### config.mk
export PLATFORM = sky130hd
export DESIGN_NAME = clock_ctrl
export DESIGN_NICKNAME = d
export VERILOG_FILES = /design/src/rtl/clock_ctrl.sv
export SDC_FILE = /design/constraint.sdc
export NUM_CORES = 1
export LEC_CHECK = 0
export BUFFER_PORTS_ARGS = -buffer_cell sky130_fd_sc_hd__buf_2
export CAP_MARGIN = 20
export CORE_AREA = 3 3 50 52
export DETAILED_ROUTE_END_ITERATION = 6
export DIE_AREA = 0 0 53 55
export HOLD_SLACK_MARGIN = 0.15
export MAX_ROUTING_LAYER = met4
export RECOVER_POWER = 50
export SYNTH_ARGS = -nofsm -noshare
export SYNTH_HDL_FRONTEND = slang
export SYNTH_SLANG_ARGS = --single-unit
### constraint.sdc
create_clock -name clk -period 2.2 [get_ports clk]
set_clock_uncertainty 0.2 [all_clocks]
set_input_delay 0.22 -clock clk [delete_from_list [all_inputs] [get_ports clk]]
set_output_delay 0.22 -clock clk [all_outputs]
set_load 0.005 [all_outputs]
### src/rtl/clock_ctrl.sv
// clock_ctrl: run/set sequencer for a cascaded hh:mm:ss BCD counter datapath.
// In RUN it forwards the 1 Hz tick as the seconds enable and chains the
// minute/hour enables through the counter carries with no latency. In the
// set states the increment button adjusts hours or minutes, the field being
// set blinks, and inactivity falls back to RUN.
// Optional build macro CLOCK_CTRL_AUTO_REPEAT_EN adds hold-to-repeat on the
// increment button (driven by inc_level).
module clock_ctrl #(
  parameter int SET_TIMEOUT  = 30,
  parameter int BLINK_DIV    = 4,
  parameter int REPEAT_DELAY = 8,
  parameter int REPEAT_RATE  = 2
) (
  input  logic       clk,
  input  logic       rst_n,
  input  logic       tick_1hz,
  input  logic       tick_fast,
  input  logic       mode_pulse,
  input  logic       inc_pulse,
  input  logic       inc_level,
  input  logic       sec_carry,
  input  logic       min_carry,
  output logic       sec_inc,
  output logic       min_inc,
  output logic       hour_inc,
  output logic [1:0] set_mode,
  output logic       blink_min,
  output logic       blink_hour
);

  typedef enum logic [1:0] {
    RUN      = 2'b00,
    SET_MIN  = 2'b01,
    SET_HOUR = 2'b10,
    BAD      = 2'b11
  } state_t;

  state_t     state, state_nxt;
  logic [5:0] tmo_cnt, tmo_nxt;
  logic [3:0] div_cnt, div_nxt;
  logic       phase, phase_nxt;
  logic       in_set;
  logic       rep_pulse;
  logic       inc_evt;

  assign in_set   = (state == SET_HOUR) || (state == SET_MIN);
  // mode button always wins over an increment in the same cycle
  assign inc_evt  = (inc_pulse | rep_pulse) & ~mode_pulse;
  assign set_mode = state;

`ifdef CLOCK_CTRL_AUTO_REPEAT_EN
  logic [7:0] dly_cnt;
  logic [7:0] rate_cnt;
  logic       armed;

  // Hold-to-repeat: wait REPEAT_DELAY fast ticks, then pulse every REPEAT_RATE.
  always_ff @(posedge clk or negedge rst_n) begin
    if (!rst_n) begin
      dly_cnt   <= '0;
      rate_cnt  <= '0;
      armed     <= 1'b0;
      rep_pulse <= 1'b0;
    end else if (!in_set || !inc_level || (state_nxt != state)) begin
      dly_cnt   <= '0;
      rate_cnt  <= '0;
      armed     <= 1'b0;
      rep_pulse <= 1'b0;
    end else begin
      rep_pulse <= 1'b0;
      if (tick_fast) begin
        if (!armed) begin
          if (dly_cnt == 8'(REPEAT_DELAY - 1)) begin
            armed     <= 1'b1;
            rep_pulse <= 1'b1;
            rate_cnt  <= '0;
          end else begin
            dly_cnt <= dly_cnt + 8'd1;
          end
        end else if (rate_cnt == 8'(REPEAT_RATE - 1)) begin
          rep_pulse <= 1'b1;
          rate_cnt  <= '0;
        end else begin
          rate_cnt <= rate_cnt + 8'd1;
        end
      end
    end
  end
`else
  // Without auto-repeat the held level and repeat timing are not consumed.
  logic [2:0] unused_repeat;
  assign unused_repeat = {inc_level, REPEAT_DELAY[0], REPEAT_RATE[0]};
  assign rep_pulse     = 1'b0;
`endif

  // Counter enables are combinational so they line up with the carries.
  always_comb begin
    sec_inc  = 1'b0;
    min_inc  = 1'b0;
    hour_inc = 1'b0;
    case (state)
      RUN: begin
        sec_inc  = tick_1hz;
        min_inc  = tick_1hz & sec_carry;
        hour_inc = tick_1hz & sec_carry & min_carry;
      end
      SET_HOUR: hour_inc = inc_evt;
      SET_MIN:  min_inc  = inc_evt;
      default: ;
    endcase
  end

  // Next state, inactivity timeout and blink divider.
  always_comb begin
    state_nxt = state;
    tmo_nxt   = tmo_cnt;
    div_nxt   = div_cnt;
    phase_nxt = phase;
    case (state)
      RUN: begin
        tmo_nxt   = '0;
        div_nxt   = '0;
        phase_nxt = 1'b0;
        if (mode_pulse) state_nxt = SET_HOUR;
      end
      SET_HOUR, SET_MIN: begin
        if (mode_pulse) begin
          if (state == SET_HOUR) state_nxt = SET_MIN;
          else                   state_nxt = RUN;
          tmo_nxt   = '0;
          div_nxt   = '0;
          phase_nxt = 1'b0;
        end else if (inc_evt) begin
          // keep digits solid and restart the idle count while adjusting
          tmo_nxt   = '0;
          div_nxt   = '0;
          phase_nxt = 1'b0;
        end else begin
          if (tick_fast) begin
            if (div_cnt == 4'(BLINK_DIV - 1)) begin
              div_nxt   = '0;
              phase_nxt = ~phase;
            end else begin
              div_nxt = div_cnt + 4'd1;
            end
          end
          if (tick_1hz) begin
            if (tmo_cnt == 6'(SET_TIMEOUT - 1)) begin
              state_nxt = RUN;
              tmo_nxt   = '0;
              div_nxt   = '0;
              phase_nxt = 1'b0;
            end else begin
              tmo_nxt = tmo_cnt + 6'd1;
            end
          end
        end
      end
      default: begin
        state_nxt = RUN;
        tmo_nxt   = '0;
        div_nxt   = '0;
        phase_nxt = 1'b0;
      end
    endcase
  end

  // FSM state plus registered blink flags.
  always_ff @(posedge clk or negedge rst_n) begin
    if (!rst_n) begin
      state      <= RUN;
      tmo_cnt    <= '0;
      div_cnt    <= '0;
      phase      <= 1'b0;
      blink_hour <= 1'b0;
      blink_min  <= 1'b0;
    end else begin
      state      <= state_nxt;
      tmo_cnt    <= tmo_nxt;
      div_cnt    <= div_nxt;
      phase      <= phase_nxt;
      blink_hour <= (state_nxt == SET_HOUR) & phase_nxt;
      blink_min  <= (state_nxt == SET_MIN) & phase_nxt;
    end
  end

endmodule
==> results.txt <==
----------------------------------------------------
[Place]
  Cell area after placement ... about 930 um2
  Input/output buffers ... 14
  Post-detailed-placement half-perimeter wirelength ... between 1 and 1.5 mm
  Placer congestion estimate ... just under 0.7

[Logic synthesis]
  Most frequently used cell type in the post-synthesis netlist ... sky130_fd_sc_hd__dfrtp_1
  #FFs+latches synth ... 15
  Yosys warning total ... 0
  Dominant cells by area after synthesis ... sky130_fd_sc_hd__dfrtp_1 45%, sky130_fd_sc_hd__ha_1 11%, sky130_fd_sc_hd__nor2_1 4.5%, sky130_fd_sc_hd__xor2_1 4.2%, sky130_fd_sc_hd__xnor2_1 3.2%
  Synth Flop Type ... sky130_fd_sc_hd__dfrtp_1
  Number of distinct library cell variants in the gate-level netlist after synthesis ... 32
  Commonest cells in the netlist ... 15 x sky130_fd_sc_hd__dfrtp_1, 10 x sky130_fd_sc_hd__nor2_1, 7 x sky130_fd_sc_hd__ha_1, 6 x sky130_fd_sc_hd__inv_1
  Gate count after technology mapping ... slightly below 80
  Sequential cell area fraction in the yosys report ... 45.32%
  Fraction of synthesis flops using an asynchronous set or reset pin ... 100.0%
  Post-synthesis cell area ... approximately 830 um2
  Leading area contributor after synthesis ... sky130_fd_sc_hd__dfrtp_1
  Average footprint of a synthesized cell ... approximately 10 um2
  Post-synth top area share ... a little under half
  Nets in the synthesized netlist ... 95
  Post-synth EDFFs ... 0

[Clocking]
  Number of clock sinks ... 15
  Root Driver ... sky130_fd_sc_hd__clkbuf_4
  Number of clock buffers inserted by TritonCTS ... 3
  CTS H-tree depth ... 1
  Clock insertion delay at the later pin of the skew report ... 0.28 ns
  Clk slew on worst S/H paths ... 0.09 ns
  Clock tree buffer depth ... 2
  Resized cells post-CTS ... 0
  Hold-fix buffers at CTS ... 4
  TritonCTS clock tree ... yes
  Post-CTS setup repair buffer count ... 0

[Drt]
  Total met3 wirelength after detailed routing ... slightly below 80 um
  DR top layer ... met4
  First DRT Iteration DRCs ... 10
  WL final ... between 1 and 1.5 mm
  Via-to-Cell Ratio ... ~5
  M1 wire length ... about 740 um
  Via count ... roughly 660
  Wire length per cell after detailed routing ... 11.40 um
  Routed Antenna Nets ... 0
  Number of optimization iterations in the first detailed-route pass ... 4
  Met2 layer wire length in the routed design ... between 600 and 700 um
  Drc violations ... 0

[Flow run]
  Number of maximum-capacitance violations ... 0

[GRT]
  Pin count of the biggest net entering global routing ... 16
  Tot GR Track Use ... between 10% and 20%
  Global route overflow ... 0
  Wire length of the first global-routing pass ... roughly 2.4 mm
  Number of antenna violations at the first check in global routing ... 0
  Vias in the first global route ... 558

[Critical path]
  Worst reg2reg path startpoint ... set_mode[1]
  CP Cell Sequence ... inv_1 -> ha_1 -> or4b_1 -> nand4_1 -> xor2_1 -> nor2_1
  Worst EP required ... between 2 and 2.5 ns
  Number of cells on the worst reg-to-reg path ... 6
  CP arrival ... around 2.0 ns
  Termination of the worst setup path ... tmo_cnt[3]
  Delay of the slowest critical-path stage ... approximately 0.56 ns
  Capture instance of the worst register-to-register path ... tmo_cnt[3]
  Library cell contributing the largest single delay on the critical path ... sky130_fd_sc_hd__or4b_1
  Combined buffer and inverter count along the critical path ... 1
  Startpoint kind of the worst setup timing path ... register
  Worst setup path class ... register to register
  Type of element capturing the critical path ... register
  Slack of the worst reg-to-reg path ... approximately 0.17 ns
  Launching element of the worst setup path ... set_mode[1]
  Family of cells with the greatest summed delay on the critical path ... simple AND/OR/NAND/NOR gates
  CP Depth ... 6
  Maximum fanout along the worst path ... 6

[Pwr]
  Worst voltage drop across the vdd grid ... ~0.35 mV
  Power per cell area ... 774.0 mW/mm2
  Leak pwr ... roughly 0.47 nW

[STA]
  Slew at the pin with the worst max-slew slack ... slightly above 0.8 ns
  Slew Limit Fails ... 0
  Total negative slack ... 0 ns
  Worst max-slew margin expressed relative to the limit ... a little under half
  Setup violations, final ... 0
  Max Freq ... 0.4915 GHz
  Final worst path period share ... between 90% and 100%
  Fin crit period ... between 2 and 2.5 ns
  Setup repair after global routing missed its margin ... false
  Hold Violations, Final ... 0

[Cells and area]
  Total number of nets in the final design ... between 100 and 150
  Summed area of non-filler cells in the final layout ... approximately 1000 um2
  Share of post-route cells with drive strength above 1 ... approximately 22%
  Final antenna diode count ... 0
  Post-synthesis to final-layout area growth ... 20.24%

[Run status]
  Outcome ... complete, no violations

[Floorplan]
  Die X-Extent ... about 53 um
  Number of top-level design ports ... 16
  Initial Utilization ... between 30% and 40%
  Placeable core area ... 0.002148 mm2
  Vertical die dimension ... between 50 and 60 um
  Row Count ... 17
  Die Area ... around 0.0029 mm2

[Hold path]
  Worst hold path class ... primary input to register

----------------------------------------------------
## area by class of cell
class	count	area (um2)
multi-input combinational	56	414.1
clock buffer	4	26.28
sequential	15	375.4
timing repair buffer	20	122.6
tap	28	35.03
fill	217	1152
inverter	6	22.52
## registers in the layout, indices dropped and copies added (netlist names)
| signal | flops |
|---|---|
| blink_min | 1 |
| blink_hour | 1 |
| phase | 1 |
| div_cnt | 4 |
| set_mode | 2 |
| tmo_cnt | 6 |
## report_power, final
group	internal (mW)	total (mW)	switching, mW
combinational	0.138	0.296	0.158
clock	0.0703	0.156	0.0854
sequential	0.299	0.319	0.0198
total	0.508	0.771	0.263
## cell usage in the layout, fill, tap and decap left out, drive strengths merged, types with 3 or more instances in the layout
master and n:
clkbuf 6, xnor2 3, nor2 10, nand4 3, dlygate4sd3 4, xor2 4
inv 6, dfrtp 15, ha 7, nand3 4, buf 14
## worst min path at each step
stage               cells past startpoint      start  slack [ns]    endpoint
floorplan                               0      rst_n       -0.28  blink_hour
global placement                        1      rst_n       -0.06  tmo_cnt[1]
detailed placement                      1      rst_n       -0.06  tmo_cnt[1]
CTS                                     2      rst_n        0.16  tmo_cnt[1]
global route                            3  inc_pulse        0.20  tmo_cnt[1]
finish                                  3  inc_pulse        0.20  tmo_cnt[1]
## kinds of logic after synthesis
| family | share of synthesized area (%) |
|---|---|
| buf+inv | 4.682 |
| compound gates | 9.819 |
| fa+ha+maj | 10.57 |
| xor+xnor | 7.402 |
| simple gates | 21.00 |
| mux | 1.209 |
| flops | 45.32 |
## worst min-delay path, cell delays in order
cell and delay [ns]:
sky130_fd_sc_hd__buf_2 0.11, sky130_fd_sc_hd__or4b_1 0.22, sky130_fd_sc_hd__a211oi_1 0.10
## through the flow
step / setup slack [ns] / power (mW) / util, % / hold WS, ns / std cells
2_1_floorplan: 0.2452 / 0.5211 / - / -0.2756 / 79
3_3_place_gp: 0.1829 / 0.6154 / 43.39 / -0.05872 / 121
3_5_place_dp: 0.1635 / 0.6156 / 43.39 / -0.05650 / 121
4_1_cts: 0.1414 / 0.7856 / 46.48 / 0.1594 / 129
5_1_grt: 0.03255 / 0.8404 / 46.36 / 0.2035 / 129
6_report: 0.1653 / 0.7709 / 46.36 / 0.2021 / 129
## layer usage
metal  vias up  GRT usage, %
li1        323             -
met1       309         15.50
met2        19         16.74
met3         4         3.217
met4         0         7.660
met5         -             -
Power figures use the tool's default switching activity.
